`config.mk`:
```
export PLATFORM = sky130hd
export DESIGN_NAME = mem_access_stage
export DESIGN_NICKNAME = d
export VERILOG_FILES = /design/src/rtl/mem_access_stage.sv
export SDC_FILE = /design/constraint.sdc
export NUM_CORES = 1
export LEC_CHECK = 0
export CORE_UTILIZATION = 38
export DETAILED_ROUTE_END_ITERATION = 8
export MAX_ROUTING_LAYER = met4
export PLACE_DENSITY = 0.95
export SYNTH_ARGS = -nofsm -noshare
export SYNTH_HDL_FRONTEND = slang
export SYNTH_SLANG_ARGS = --single-unit
```
`constraint.sdc`:
```
create_clock -name clk -period 5.3 [get_ports clk]
set_clock_uncertainty 0.1 [all_clocks]
set_input_delay 0.795 -clock clk [delete_from_list [all_inputs] [get_ports clk]]
set_output_delay 0.795 -clock clk [all_outputs]
set_load 0.05 [all_outputs]
```
`src/rtl/mem_access_stage.sv`:
```
// MEM stage: drives the synchronous data SRAM from the EX result and aligns/extends load data for writeback.
// Build option MEM_MISALIGN_SPLIT_EN: split misaligned accesses into two SRAM cycles instead of suppressing them.
module mem_access_stage #(
  parameter int DM_AW = 14
) (
  input  logic             clk,
  input  logic             rst,
  input  logic             ex_valid,
  input  logic [31:0]      ex_alu_out,
  input  logic [31:0]      ex_rs2_data,
  input  logic [2:0]       ex_funct3,
  input  logic             ex_mem_rd,
  input  logic             ex_mem_wr,
  input  logic             ex_reg_wen,
  input  logic [4:0]       ex_rd_addr,
  output logic             mem_stall,
  input  logic [31:0]      DM_OUT,
  output logic             DM_WEB,
  output logic [31:0]      DM_BWEB,
  output logic [DM_AW-1:0] DM_A,
  output logic [31:0]      DM_IN,
  output logic             wb_valid,
  output logic             wb_en,
  output logic [4:0]       wb_addr,
  output logic [31:0]      wb_data,
  output logic             misalign
);

  logic [1:0]       off;
  logic [3:0]       size_mask;
  logic             is_mis;
  logic             store_go;
  logic [DM_AW-1:0] word0;
  logic [3:0]       be_lo;
  logic [31:0]      d_lo;
  logic             cap_valid;
  logic             cap_mis;
  logic [31:0]      hi_src;
  logic [31:0]      lo_src;

  logic             v_q;
  logic             wen_q;
  logic             mis_q;
  logic             load_q;
  logic [4:0]       rd_q;
  logic [2:0]       f3_q;
  logic [31:0]      alu_q;
  logic [31:0]      rd_w;
  logic [31:0]      ld_ext;

  assign off      = ex_alu_out[1:0];
  assign word0    = ex_alu_out[DM_AW+1:2];
  // A write that coincides with reset is never issued.
  assign store_go = ex_valid & ex_mem_wr & ~rst;

  always_comb begin
    case (ex_funct3[1:0])
      2'b00:   size_mask = 4'b0001;
      2'b01:   size_mask = 4'b0011;
      default: size_mask = 4'b1111;
    endcase
  end

  assign is_mis = (ex_mem_rd | ex_mem_wr) &
                  (((ex_funct3[1:0] == 2'b01) && (off == 2'd3)) ||
                   (ex_funct3[1] && (off != 2'd0)));

  function automatic logic [31:0] lane_mask_n(input logic [3:0] be);
    logic [31:0] m;
    for (int i = 0; i < 4; i++) m[8*i +: 8] = {8{~be[i]}};
    return m;
  endfunction

`ifdef MEM_MISALIGN_SPLIT_EN
  // state  | meaning
  // IDLE   | word 0 of any access driven straight from EX
  // SECOND | word 1 of a split access driven from the captured registers
  typedef enum logic {IDLE, SECOND} state_t;

  state_t           state;
  state_t           state_nxt;
  logic             split_start;
  logic             cap_split;
  logic             split_q;
  logic [7:0]       be8;
  logic [63:0]      d64;
  logic [DM_AW-1:0] a1_q;
  logic [31:0]      d1_q;
  logic [31:0]      m1_q;
  logic             wr1_q;
  logic [31:0]      lo_buf;

  assign be8         = {4'b0000, size_mask} << off;
  assign d64         = {32'b0, ex_rs2_data} << {off, 3'b000};
  assign be_lo       = be8[3:0];
  assign d_lo        = d64[31:0];
  assign split_start = (state == IDLE) & ex_valid & is_mis;

  always_ff @(posedge clk) begin
    if (rst) begin
      state   <= IDLE;
      a1_q    <= '0;
      d1_q    <= '0;
      m1_q    <= '1;
      wr1_q   <= 1'b0;
      lo_buf  <= '0;
      split_q <= 1'b0;
    end else begin
      state   <= state_nxt;
      split_q <= cap_split;
      if (split_start) begin
        a1_q  <= word0 + DM_AW'(1);
        d1_q  <= d64[63:32];
        m1_q  <= lane_mask_n(be8[7:4]);
        wr1_q <= ex_mem_wr;
      end
      if (state == SECOND) lo_buf <= DM_OUT;
    end
  end

  always_comb begin
    state_nxt = state;
    mem_stall = 1'b0;
    DM_A      = word0;
    DM_IN     = d_lo;
    DM_WEB    = ~store_go;
    DM_BWEB   = store_go ? lane_mask_n(be_lo) : '1;
    cap_valid = ex_valid & ~split_start;
    cap_mis   = 1'b0;
    cap_split = 1'b0;
    case (state)
      IDLE: begin
        if (split_start) begin
          mem_stall = 1'b1;
          state_nxt = SECOND;
        end
      end
      SECOND: begin
        DM_A      = a1_q;
        DM_IN     = d1_q;
        DM_WEB    = ~(wr1_q & ~rst);
        DM_BWEB   = (wr1_q & ~rst) ? m1_q : '1;
        cap_split = 1'b1;
        state_nxt = IDLE;
      end
    endcase
  end

  assign hi_src = split_q ? DM_OUT : '0;
  assign lo_src = split_q ? lo_buf : DM_OUT;
`else
  logic st_ok;

  assign be_lo     = size_mask << off;
  assign d_lo      = ex_rs2_data << {off, 3'b000};
  assign st_ok     = store_go & ~is_mis;
  assign mem_stall = 1'b0;
  assign DM_A      = word0;
  assign DM_IN     = d_lo;
  assign DM_WEB    = ~st_ok;
  assign DM_BWEB   = st_ok ? lane_mask_n(be_lo) : '1;
  assign cap_valid = ex_valid;
  assign cap_mis   = is_mis;
  assign hi_src    = '0;
  assign lo_src    = DM_OUT;
`endif

  always_ff @(posedge clk) begin
    if (rst) begin
      v_q    <= 1'b0;
      wen_q  <= 1'b0;
      mis_q  <= 1'b0;
      load_q <= 1'b0;
      rd_q   <= '0;
      f3_q   <= '0;
      alu_q  <= '0;
    end else begin
      v_q    <= cap_valid;
      wen_q  <= ex_reg_wen;
      mis_q  <= cap_mis;
      load_q <= ex_mem_rd;
      rd_q   <= ex_rd_addr;
      f3_q   <= ex_funct3;
      alu_q  <= ex_alu_out;
    end
  end

  assign rd_w = 32'({hi_src, lo_src} >> {alu_q[1:0], 3'b000});

  always_comb begin
    case (f3_q)
      3'b000:  ld_ext = {{24{rd_w[7]}}, rd_w[7:0]};
      3'b001:  ld_ext = {{16{rd_w[15]}}, rd_w[15:0]};
      3'b100:  ld_ext = {24'b0, rd_w[7:0]};
      3'b101:  ld_ext = {16'b0, rd_w[15:0]};
      default: ld_ext = rd_w;
    endcase
  end

  assign wb_valid = v_q;
  assign wb_en    = v_q & wen_q & ~mis_q;
  assign misalign = v_q & mis_q;
  assign wb_addr  = rd_q;
  assign wb_data  = !v_q ? '0 : (load_q ? ld_ext : alu_q);

endmodule

```
* After elaboration in Yosys (flattened, before gate mapping)
Index checks and enable logic that the tools add are counted.
Operators by class: $add $sub $neg 0, multipliers 0, divide/modulo/power cells 0, $lt $le $gt $ge 0, equal/unequal tests 5, shifts and indexed selects 3, multiplexer cells 5, bitwise gates (word level) 16, reduce and logical (&&, ||, !) cells 6
Operators with widths (number):
- $pmux 32 s4 | 1
- $mux 32 | 3
- $shl 32x5->32 | 1
- $shr 32x5->32 | 1
- $not 1->1 | 8
- $pmux 4 s2 | 1
- $and 1x1->1 | 7
- $eq 3x3->1 const B | 2
- $shl 4x2->4 | 1
- $eq 3x1->1 const B | 1
- $logic_not 3->1 | 1
- $eq 2x1->1 const B | 1
- $eq 2x2->1 const B | 1
- $logic_and 1x1->1 | 2
- $logic_not 2->1 | 1
- $reduce_bool 2->1 | 1
- $logic_or 1x1->1 | 1
- $or 1x1->1 | 1
Storage, ports and cells: flip-flop bits (word level) 44, bits in latches 0, RAM bits 0, bits in read-only memories 0, input port bits 110, logic and storage cells 42, memories 0

* Longest topological paths before layout
depth after elaboration 7, gate-level depth with buffers 6, mapped depth without buffers 4

* Worst setup path after synthesis
Ideal clock, no wire load.
kind input-to-output, start input port ex_alu_out[0], end output port DM_BWEB[10], arrival time 4072 ps, required time 4405 ps, path slack 333 ps, stages 4, path buffers 3, cells stage by stage buf_2 -> buf_2 -> o311ai_0 -> buf_4
On the way: longest elaborated chain between the ends 7, elaborated cells on any way between the ends 11
Ends and longest elaborated chain:
- from (decl) | RTL line 9 | input logic [31:0] ex_alu_out,
- $eq 2x2->1 or $reduce_bool 2->1 (tied branches) | RTL line 65, 66
- $logic_and 1x1->1, on equally long branches | RTL line 65, 66
- $logic_or 1x1->1 | RTL line 65 | (((ex_funct3[1:0] == 2'b01) && (off == 2'd3)) ||
- $and 1x1->1 | RTL line 64 | assign is_mis = (ex_mem_rd | ex_mem_wr) &
- $not 1->1 | RTL line 156 | assign st_ok = store_go & ~is_mis;
- $and 1x1->1 | RTL line 156
- $mux 32 (*) | RTL line 161 | assign DM_BWEB = st_ok ? lane_mask_n(be_lo) : '1;
- to (decl) | RTL line 19 | output logic [31:0] DM_BWEB,
Every way passes the cells marked *; elsewhere a longest branch is shown, timed or not.

* Worst setup path in the final report
start input port DM_OUT[31], end output port wb_data[12]
On the way: longest elaborated chain between the ends 4
Ends and longest elaborated chain:
- from (decl) | RTL line 17 | input logic [31:0] DM_OUT,
- $shr 32x5->32 | RTL line 188 | assign rd_w = 32'({hi_src, lo_src} >> {alu_q[1:0], 3'b000});
- $pmux 32 s4 | RTL line 191 | case (f3_q)
- $mux 32 (2 in series) | RTL line 204 | assign wb_data = !v_q ? '0 : (load_q ? ld_ext : alu_q);
- to (decl) | RTL line 25 | output logic [31:0] wb_data,
No other way between the ends.

==> flow_metrics.env <==
export IMPL_cp_end_kind="output pin"
export IMPL_maxSlewViolCount=0
export IMPL_synth_cell_types=32
export IMPL_p_int_mw=0.678
export IMPL_grt_util_all_layers_pct=25.3
export IMPL_cts_clk_slew_worst_paths_ns=0.08
export IMPL_drive_gt1_share_pct=6.09
export IMPL_switching_share_pct=35.8
export IMPL_postCtsSetupBuffers=0
export IMPL_p_per_area_nw_per_um2=202
export IMPL_max_stage_delay_ns=0.82
export IMPL_synth_mux_area_share_pct=16.6
export IMPL_layout_nets=684
export IMPL_antenna_cells=0
export IMPL_worst_path_buf_inv=2
export IMPL_ys_seq_elements=44
export IMPL_die_area_sq_um=8670
export IMPL_period_minus_slack_ns=4.11
export IMPL_cp_max_fo=8
export IMPL_fmax_mhz=243
export IMPL_hold_viol=0
export IMPL_vias=3448
export IMPL_initial_core_util_pct=40.0
export IMPL_coreArea_sq_um=7890
export IMPL_yosysSeqAreaShare_pct=27.9
export IMPL_synthToLayoutAreaGrowth_pct=65.6
export IMPL_outcome="completed"
export IMPL_p_seq_share_pct=33.7
export IMPL_portBuffers=228
export IMPL_htree_levels=2
export IMPL_die_w_um=93.1
export IMPL_grt_pass1_vias=3443
export IMPL_wl_per_cell_um=16.4
export IMPL_crit_arrival_ns=3.21
export IMPL_cp_cell_sequence="clkdlybuf4s50_1 > mux2i_1 > mux2_2 > o31a_1 > a21oi_1 > clkdlybuf4s50_1"
export IMPL_rows=32
export IMPL_drc_errors=0
export IMPL_final_period_utilization_pct=77.5
export IMPL_synthesis_nets=514
export IMPL_use_met1_pct=23.6
export IMPL_grt_max_degree=44
export IMPL_cts_buffer_depth=2
export IMPL_wirelength_mm=11.1
export IMPL_fp_dieH_um=93.1
export IMPL_clkPwrFrac_pct=23.3
export IMPL_synth_cells=404
export IMPL_comb_power_share_pct=42.9
export IMPL_cts_tree="yes"
export IMPL_p_sw_mw=0.377
export IMPL_syn_area_sq_um=3150
export IMPL_gr_usage_met3_pct=6.02
export IMPL_crit_cells=6
export IMPL_root_buffer="clkbuf_8"
export IMPL_setup_violations=0
export IMPL_cts_buffers=5
export IMPL_ctsResizeCount=0
export IMPL_leakage_nw=2.03
export IMPL_vias_per_cell=5.09
export IMPL_synthAdderAreaFrac_pct=0
export IMPL_yosys_warnings=0
export IMPL_gp_congestion=0.931
export IMPL_drtAntennaViolNets=0
export IMPL_holdPathStages=2
export IMPL_postSynthAreaPerCell_sq_um=7.80
export IMPL_synthXorXnorAreaFrac_pct=0.278
export IMPL_crit_family="buffers and inverters"
export IMPL_path_class="input pin to output pin"
export IMPL_utilization_pct=66.2
export IMPL_slowest_stage="clkdlybuf4s50_1"
export IMPL_worstMarginPinSlew_ns=0.902
export IMPL_place_hpwl_mm=8.71
export IMPL_synth_simple_area_share_pct=23.1
export IMPL_io_pin_count=230
export IMPL_grt_pass1_wl_mm=16.7
export IMPL_grt_use_met2_pct=49.6
export IMPL_setup_tns_ns=0
export IMPL_first_iter_violations=95
export IMPL_hold_class="input pin to flip-flop"
export IMPL_ir_worst_vdd_mv=0.119
export IMPL_slew_headroom_pct=39.2
export IMPL_synth_compound_area_share_pct=16.2
export IMPL_grt_overflow_total=0
export IMPL_ctsHoldBuffers=0
export IMPL_cap_violations=0
export IMPL_rsz0062_at_grt="false"
export IMPL_start_kind="input pin"
export IMPL_grt_antenna_before_repair=0
export IMPL_synth_top_family_by_area="simple AND/OR/NAND/NOR gates"
export IMPL_cts_sinks=44
export IMPL_cp_common_cell="clkdlybuf4s50_1"
export IMPL_grt_busiest_layer="met2"
export IMPL_crit_required_ns=4.41
export IMPL_firstDrtPassIters=4
[final timing paths]
| kind | slack (ns) | startpoint | to |
|---|---|---|---|
| setup / recovery | 1.19 | DM_OUT[31] | wb_data[12] |
| hold / removal | 0.95 | ex_alu_out[24] | alu_q[24] |
[sequential cells by signal, indices dropped and copies added (netlist names)]
name      flops
load_q        1
wb_addr       5
wb_valid      1
wen_q         1
mis_q         1
f3_q          3
alu_q        32
[cell type report]
| class | count | area [sq um] |
|---|---|---|
| Clock buffer | 6 | 72.6 |
| Multi-Input combinational cell | 277 | 1780 |
| Sequential cell | 44 | 881 |
| Fill cell | 650 | 2670 |
| Inverter | 11 | 41.3 |
| Clock inverter | 2 | 35.0 |
| Tap cell | 102 | 128 |
| Timing Repair Buffer | 235 | 2290 |
[power by group through the flow]
stage          clock network, mW  logic, mW  registers, mW
4_1_cts                    0.255      0.454          0.356
3_3_place_gp                   0      0.445          0.363
6_report                   0.246      0.453          0.356
3_5_place_dp                   0      0.451          0.364
5_1_grt                    0.266      0.475          0.358
2_1_floorplan                  0      0.268          0.369
[layout by cell type, fill, tap and decap left out, types with 2 or more instances in the layout]
cell type and instances:
a211oi_1 8, a21oi_1 27, and2_1 12, buf_4 23, clkbuf_8 5, clkdlybuf4s50_1 211, dfxtp_1 44, inv_1 11
mux2_2 2, mux2i_1 50, nand2_1 37, nand3b_1 4, nor2_1 18, nor2b_1 62, nor3_1 2, o21ai_0 27
o22ai_1 8, o2bb2ai_1 7
[kinds of logic after synthesis]
kind of cell	Yosys count
compound gates	85
xor+xnor	1
buf+inv	83
flops	44
mux	52
other cells	1
simple gates	138
[per-layer routing]
layer / vias to the layer above / part of all wire (%)
li1: 1663 / -
met1: 1578 / 35
met2: 180 / 53
met3: 27 / 8.8
met4: 0 / 2.8
met5: - / 0
[synthesized netlist by cell type]
master	instances	area share, %
a311oi_1	1	0.28
o22a_1	1	0.28
nor3b_1	1	0.24
o211ai_2	1	0.40
inv_1	11	1.3
o22ai_1	8	1.6
a21oi_1	27	4.3
mux2_2	2	0.71
dfxtp_1	44	28
nor3_1	2	0.32
o2bb2ai_1	7	1.9
o221ai_1	1	0.28
mux2i_1	50	16
o211ai_1	1	0.24
o21ai_0	27	4.3
a211oi_1	8	1.9
buf_4	47	11
o311ai_0	1	0.28
clkbuf_1	15	1.8
xnor2_1	1	0.28
nand2_1	37	4.4
nor2b_1	62	12
a31oi_1	1	0.20
buf_2	7	1.1
or2_2	1	0.20
conb_1	1	0.12
and2_1	12	2.4
nor2_1	18	2.1
nand3b_1	4	0.95
nand3_1	1	0.16
o31a_1	1	0.28
buf_1	3	0.36
[metrics by stage]
stage                     hold slack [ns]  power [mW]  instances  worst slack [ns]  instance area, sq um
after floorplan                     0.767       0.636        404             0.333                  3150
after global placement               1.25       0.809        669              1.29                  5110
after detailed placement             1.26       0.815        669              1.20                  5110
after CTS                           0.943        1.06        677              1.20                  5220
after global routing                0.953        1.10        677              1.00                  5220
final                               0.955        1.06        677              1.19                  5220
(Power assumes the default switching activity.)
